## src/rtl/sdram_ring_ptrs.sv

```systemverilog
`default_nettype none
// ----------------------------------------------------------------------------
// Module   : sdram_ring_ptrs
// Brief    : {bank,row} write/read pointer manager for the SDRAM stream ring
//            with exact level, full/empty/watermark flags and sticky errors.
// Revision : 1.0 - initial release
// ----------------------------------------------------------------------------
module sdram_ring_ptrs #(
  parameter int ROW_W      = 13,
  parameter int BANK_W     = 2,
  parameter int AFULL_LVL  = 2**(ROW_W+BANK_W)-4,
  parameter int AEMPTY_LVL = 4
) (
  input  logic                    clk,
  input  logic                    n_rst,
  input  logic                    clr,
  input  logic                    wr_req,
  input  logic                    rd_req,
  input  logic                    err_clr,
  output logic [ROW_W-1:0]        wr_row,
  output logic [BANK_W-1:0]       wr_bank,
  output logic [ROW_W-1:0]        rd_row,
  output logic [BANK_W-1:0]       rd_bank,
  output logic [ROW_W+BANK_W:0]   level,
  output logic                    empty,
  output logic                    full,
  output logic                    almost_full,
  output logic                    almost_empty,
  output logic                    overflow,
  output logic                    underflow
);

  localparam int PW    = ROW_W + BANK_W;
  localparam int DEPTH = 2**PW;

  localparam logic [PW:0] c_AFULL_LVL  = (PW+1)'(AFULL_LVL);
  localparam logic [PW:0] c_AEMPTY_LVL = (PW+1)'(AEMPTY_LVL);
  localparam logic [PW:0] c_ONE        = (PW+1)'(1);

  if (AFULL_LVL > DEPTH || AEMPTY_LVL >= DEPTH) begin : g_bad_params
    $error("sdram_ring_ptrs: watermark levels out of range for DEPTH");
  end

  logic [PW:0] wr_ptr_q, wr_ptr_d;
  logic [PW:0] rd_ptr_q, rd_ptr_d;
  logic [PW:0] level_q,  level_d;
  logic        empty_q,  empty_d;
  logic        full_q,   full_d;
  logic        afull_q,  afull_d;
  logic        aempty_q, aempty_d;
  logic        ovf_q,    ovf_d;
  logic        udf_q,    udf_d;

  logic        w_rd_ok;
  logic        w_wr_ok;

  // Acceptance uses pre-edge flags; no empty bypass, full accepts only paired reads.
  assign w_rd_ok = rd_req & ~empty_q;
  assign w_wr_ok = wr_req & (~full_q | w_rd_ok);

  always_comb begin
    wr_ptr_d = wr_ptr_q;
    rd_ptr_d = rd_ptr_q;
    level_d  = level_q;
    ovf_d    = (ovf_q & ~err_clr) | (wr_req & ~w_wr_ok);
    udf_d    = (udf_q & ~err_clr) | (rd_req & ~w_rd_ok);

    if (w_wr_ok) wr_ptr_d = wr_ptr_q + c_ONE;
    if (w_rd_ok) rd_ptr_d = rd_ptr_q + c_ONE;

    case ({w_wr_ok, w_rd_ok})
      2'b10:   level_d = level_q + c_ONE;
      2'b01:   level_d = level_q - c_ONE;
      default: level_d = level_q;
    endcase

    if (clr) begin
      wr_ptr_d = '0;
      rd_ptr_d = '0;
      level_d  = '0;
      ovf_d    = 1'b0;
      udf_d    = 1'b0;
    end

    empty_d  = (wr_ptr_d == rd_ptr_d);
    full_d   = (wr_ptr_d[PW-1:0] == rd_ptr_d[PW-1:0]) & (wr_ptr_d[PW] != rd_ptr_d[PW]);
    afull_d  = (level_d >= c_AFULL_LVL);
    aempty_d = (level_d <= c_AEMPTY_LVL);
  end

  // Reset leaves almost_full low regardless of AFULL_LVL.
  always_ff @(posedge clk or negedge n_rst) begin
    if (!n_rst) begin
      wr_ptr_q <= '0;
      rd_ptr_q <= '0;
      level_q  <= '0;
      empty_q  <= 1'b1;
      full_q   <= 1'b0;
      afull_q  <= 1'b0;
      aempty_q <= 1'b1;
      ovf_q    <= 1'b0;
      udf_q    <= 1'b0;
    end else begin
      wr_ptr_q <= wr_ptr_d;
      rd_ptr_q <= rd_ptr_d;
      level_q  <= level_d;
      empty_q  <= empty_d;
      full_q   <= full_d;
      afull_q  <= afull_d;
      aempty_q <= aempty_d;
      ovf_q    <= ovf_d;
      udf_q    <= udf_d;
    end
  end

  assign {wr_bank, wr_row} = wr_ptr_q[PW-1:0];
  assign {rd_bank, rd_row} = rd_ptr_q[PW-1:0];
  assign level             = level_q;
  assign empty             = empty_q;
  assign full              = full_q;
  assign almost_full       = afull_q;
  assign almost_empty      = aempty_q;
  assign overflow          = ovf_q;
  assign underflow         = udf_q;

endmodule
`default_nettype wire

```

## config.mk

```make
export PLATFORM = sky130hd
export DESIGN_NAME = sdram_ring_ptrs
export DESIGN_NICKNAME = d
export VERILOG_FILES = /design/src/rtl/sdram_ring_ptrs.sv
export SDC_FILE = /design/constraint.sdc
export NUM_CORES = 1
export LEC_CHECK = 0
export ABC_AREA = 1
export CAP_MARGIN = 20
export CELL_PAD_IN_SITES_DETAIL_PLACEMENT = 1
export CELL_PAD_IN_SITES_GLOBAL_PLACEMENT = 1
export CORE_MARGIN = 2
export CORE_UTILIZATION = 42
export CTS_CLUSTER_SIZE = 40
export DETAILED_ROUTE_END_ITERATION = 7
export GPL_ROUTABILITY_DRIVEN = 0
export GPL_TIMING_DRIVEN = 0
export PLACE_DENSITY_LB_ADDON = 0.3
export RECOVER_POWER = 25
export SETUP_SLACK_MARGIN = 0.02
export SLEW_MARGIN = 10
export SYNTH_ARGS = -nofsm -noshare
export SYNTH_HDL_FRONTEND = slang
export SYNTH_SLANG_ARGS = --single-unit
```

## constraint.sdc

```tcl
create_clock -name clk -period 6.7 [get_ports clk]
set_clock_uncertainty 0.05 [all_clocks]
set_input_delay 0.67 -clock clk [delete_from_list [all_inputs] [get_ports clk]]
set_output_delay 0.67 -clock clk [all_outputs]
set_load 0.005 [all_outputs]
```

Word level (Yosys, flattened, before mapping)
Cells that the tools add are included.
W data, S select, Z words.

word-level totals
  input bits = 6
  output and inout bits = 52
  bits in registers = 54
  logic and storage cells = 43

cells by class
  $lt $le $gt $ge = 2
  bitwise gates (word level) = 15
  add/sub/neg operators = 4
  equal/unequal tests = 5
  muxes and demuxes = 8

operators with widths
  kind                     number
  $mux W16                 5
  $add A16 B1 Y16 const B  3
  $pmux W16 S2             1
  $eq A16 B16 Y1           1
  $ge A16 B15 Y1 const B   1
  $le A16 B3 Y1 const B    1
  $sub A16 B1 Y16 const B  1
  $eq A15 B15 Y1           1
  $and A1 B1 Y1            7
  $not A1 Y1               5
  $or A1 B1 Y1             3
  $eq A2 B1 Y1 const B     1
  $eq A2 B2 Y1 const B     1
  $mux W1                  2
  $ne A1 B1 Y1             1

Longest topological paths before layout
  word-level depth = 8
  mapped depth = 23
  gate-level depth less buffers = 22

Least setup slack after synthesis
OpenSTA, ideal clock, no wires.

  kind = input to register
  start = in rd_req
  end = reg afull_q (netlist: almost_full)
  required time = 6532 ps
  path buffers = 1
  arrival time = 2588 ps
  cell stages on the path = 22
  library setup time = 118 ps
  setup slack = 3944 ps
  path through = nand2_4 -> nand2_1 -> nand2_2 -> ha_1 -> buf_6 -> nand2_1 -> inv_1 -> nor2_2 -> ha_1 -> a21o_1 -> nand2_1 -> nand2_1 -> nand2_1 -> nand2_1 -> nand2_1 -> nand2_1 -> nand2_1 -> nand3_1 -> nand2_1 -> nor2_1 -> nand3_1 -> nand2_1

on the way
  word-level cells in the longest chain between the ends = 7
  elaborated cells between the ends (all ways) = 8
  classes of those cells = order compare (1); eq/ne (2); mux (2); bitwise (3)

ends and longest elaborated chain
  what                                                 line  source
  start: declaration                                   18    input logic rd_req,
  $and A1 B1 Y1 (*)                                    58    assign w_rd_ok = rd_req & ~empty_q;
  $or A1 B1 Y1                                         59    assign w_wr_ok = wr_req & (~full_q | w_rd_ok);
  $and A1 B1 Y1                                        59
  $eq A2 B1 Y1 / $eq A2 B2 Y1 (equally long branches)  71    case ({w_wr_ok, w_rd_ok})
  $pmux W16 S2 (*)                                     71
  $mux W16 (*)                                         77    if (clr) begin
  $ge A16 B15 Y1 (*)                                   87    afull_d = (level_d >= c_AFULL_LVL);
  named net afull_d                                    49    logic afull_q, afull_d;
  end signal: assignment                               109   afull_q <= afull_d;
  end: declaration                                     49

The timed path passes the listed nets; every way through them passes the cells marked *.

Worst setup path in the final report
  start = in rd_req
  end = reg afull_q (netlist: almost_full)

on the way
  word-level cells in the longest chain between the ends = 7
  elaborated cells between the ends (all ways) = 8
  classes of those cells = order compare (1); eq/ne (2); mux (2); bitwise (3)

ends and longest elaborated chain
  what                                                 line  source
  $and A1 B1 Y1 (*)                                    58
  $or A1 B1 Y1                                         59
  $and A1 B1 Y1                                        59
  $eq A2 B1 Y1 / $eq A2 B2 Y1 (equally long branches)  71
  $pmux W16 S2 (*)                                     71
  $mux W16 (*)                                         77
  named net level_d[4]                                 46    logic [PW:0] level_q, level_d;
  $ge A16 B15 Y1 (*)                                   87
  named net afull_d                                    49

Marks and branches as above.

==> metrics <==
vias per inst=5.24; syn_nets=744; Area growth, synth to finish=18.1%; critical path class=in2reg; Ys Warns=0; TritonCTS Sinks=54; vias=about 4.9k; critical path arrival=3.93 ns; Final min period=3.73 ns; Final Cell Area=5330 um^2; DR WL/cell=between 15 and 20 um; failing checks=max-capacitance violations, max-slew violations; startpoint types=input port; antenna cells=0; outcome=complete, but fails checks; most common cell after layout, fill and taps aside=nand2_1; RSZ-0062 raised after global routing=no; register area share after synthesis=0.300; top post-synthesis cells by area=dfrtp_1, nand2_1, inv_1; Clock transition at path regs=approximately 0.090 ns; crit end category=register; Cells after Synth=between 700 and 800; Die Ht=108 um; Slew headroom=-1.09; max frequency=roughly 270 MHz; Die X=roughly 110 um; Final Power=1.04 mW; Max VDD drop=roughly 0.11 mV; Worst Reg-to-Reg Cells=22; clock latency on the worst-skew pair=0.32 ns; DRT antenna net count=0; Mean Syn Cell Area=a little over 6 um^2; Starting DRT DRC Count=268; Most Frequent Cell on Critical Path=nand2_1; Hold WC Path Type=reg2reg; post-CTS sizing=0; Max Root-Sink Buffers=2; max-cap viol count=1; top-level I/O count=a little under 60; Post-Syn Area=between 4000 and 5000 um^2; Tcrit/Tclk final=0.556; first-pass GRT wire length=around 24000 um; LEAKAGE=about 2.8 nW; CTS Buf Count=5; largest net degree at the start of global routing=55; Post-synth EDFFs=0; Most used DFF post-synth=dfrtp_1; Final Hold Viols=0; reg2reg end=almost_full; crit path to=almost_full; commonest non-fill, non-tap cells in the layout=nand2_1, inv_1, nor2_1, nand3_1, clkdlybuf4s50_1; # rows=37; DRT Wirelength=between 10000 and 15000 um; Async SR Flop Fraction=1.00; FILL cells=about 1.5k; IO buf count=56; post-CTS setup buffers=0; Critical Path RT=~6.9 ns; drt pass-1 iters=5; worst path cell trace=clkdlybuf4s50_1, nand2_4, nand2_1, nand2_2, ha_1, buf_6, nor2_1, nor2_2, ha_1, a21o_1, nand2_1, nand2_1, nand2_1, nand2_1, nor2_1, nor2_1, nand2_1, nor2_1, nand3_1, nor2_1, nand3_1, nand2_1; vias in the first global route=between 5k and 6k; endpoints failing setup=0; placed cell areas=5250 um^2; Clk pwr share=0.193; gr usage total=0.264; # nets final=807; Yosys cell types=39; R2R Setup Slk=between 3 and 4 ns; layout cells sized above 1=0.0891; Setup crit start=rd_req; flops & latches, synth=between 50 and 60; slew of the pin with the lowest slew margin=about 3.1 ns; Seq pwr share=0.392; core area=slightly above 10000 um^2; reg2reg start=empty; Crit Path Max Fanout=11; initial core utilization=0.436; final worst setup slack=2.97 ns; DR DRC count=0; Finished Core Util=0.514; grt ovf=0; max-slew violation count=55; HPWL Detailed=about 12000 um; setup tns final=0 ns; Combinational Power Share=0.414; largest area contributor in the netlist=dfrtp_1; Psw=roughly 0.43 mW; DIE AREA=around 12000 um^2; clk root buf=clkbuf_8; H-Tree Level Count=2; CP max stage cell=clkdlybuf4s50_1; CTS tree=yes; Net Sw Frac=0.412; CP max stage delay=0.49 ns; P_int=between 0.6 and 0.7 mW; # hold bufs at CTS=0; top cell type's share of synthesized area=0.288; initial antenna violation count=0; PwrDens=approximately 190 nW/um^2; DP Worst Slack=2.74 ns
## flip-flops by register name (all words and copies together), names as in the netlist
name / flops
underflow: 1
overflow: 1
level: 16
full: 1
almost_full: 1
rd_ptr_q: 16
almost_empty: 1
wr_ptr_q: 16
empty: 1
## critical path, delay by kind of cell
kind | cells | cell delay, ns
and+or+nand+nor | 17 | 1.89
adders and majority gates | 2 | 0.46
buffers and inverters | 2 | 0.68
AOI/OAI and AO/OA | 1 | 0.21
## Yosys cell counts (2+ instances only)
library cell,number
nand2_1,244
inv_1,108
nor2_1,85
nand3_1,74
dfrtp_1,52
buf_4,33
a21oi_1,24
nand4_1,14
o21ai_0,14
xor2_1,11
nor3_1,9
nor2_2,6
xnor2_1,6
buf_2,5
ha_1,5
inv_2,4
nor2_4,4
and2_1,3
buf_1,3
o21bai_1,3
a31oi_1,2
clkbuf_1,2
dfstp_2,2
nand2_2,2
nand3b_1,2
o21ai_1,2
xor2_2,2
## cell families after synthesis
group	share of synthesized area
AO/OA/AOI/OAI	0.0643
XOR/XNOR	0.0402
AND/OR/NAND/NOR	0.421
adder cells (fa/ha/maj)	0.0139
buffers and inverters	0.161
flip-flops	0.300
## cell type report
class / count / area, um^2 / share of cell area
plain buffers: 44 / 303 / 0.0568
inverters: 113 / 424 / 0.0795
clock inverters: 1 / 5.00 / 0.000939
repair buffers: 56 / 554 / 0.104
well taps: 136 / 170 / 0.0319
multi-input cells: 522 / 2440 / 0.457
flip-flops and latches: 54 / 1350 / 0.254
clock buffers: 7 / 86.3 / 0.0162
## routing by layer
metal,up-vias,track usage,share of wire
li1,2363,-,-
met1,2402,0.362,0.47
met2,103,0.449,0.48
met3,18,0.0285,0.034
met4,0,0.0577,0.013
met5,-,0,0
## worst min path at each step
stage          startpoint           end  slack [ns]  depth (start not counted)
6_report        underflow     underflow        0.50                          2
2_1_floorplan       n_rst   almost_full        0.32                          0
3_5_place_dp    underflow     underflow        0.50                          2
4_1_cts             n_rst  wr_ptr_q[14]        0.39                          1
5_1_grt         underflow     underflow        0.54                          2
3_3_place_gp    underflow     underflow        0.47                          2
## per-stage QoR
stage                     hold slack, ns  std cells
after detailed placement           0.495        925
after floorplan                    0.324        733
after global routing               0.544        933
final                              0.502        933
after global placement             0.474        925
after CTS                          0.388        933
## power groups by stage
stage / clock network, mW / logic, mW / registers (mW)
2_1_floorplan: 0 / 0.264 / 0.403
3_3_place_gp: 0 / 0.408 / 0.412
3_5_place_dp: 0 / 0.429 / 0.414
4_1_cts: 0.203 / 0.431 / 0.408
5_1_grt: 0.213 / 0.484 / 0.414
6_report: 0.200 / 0.430 / 0.407
Power figures use the tool's default switching activity.
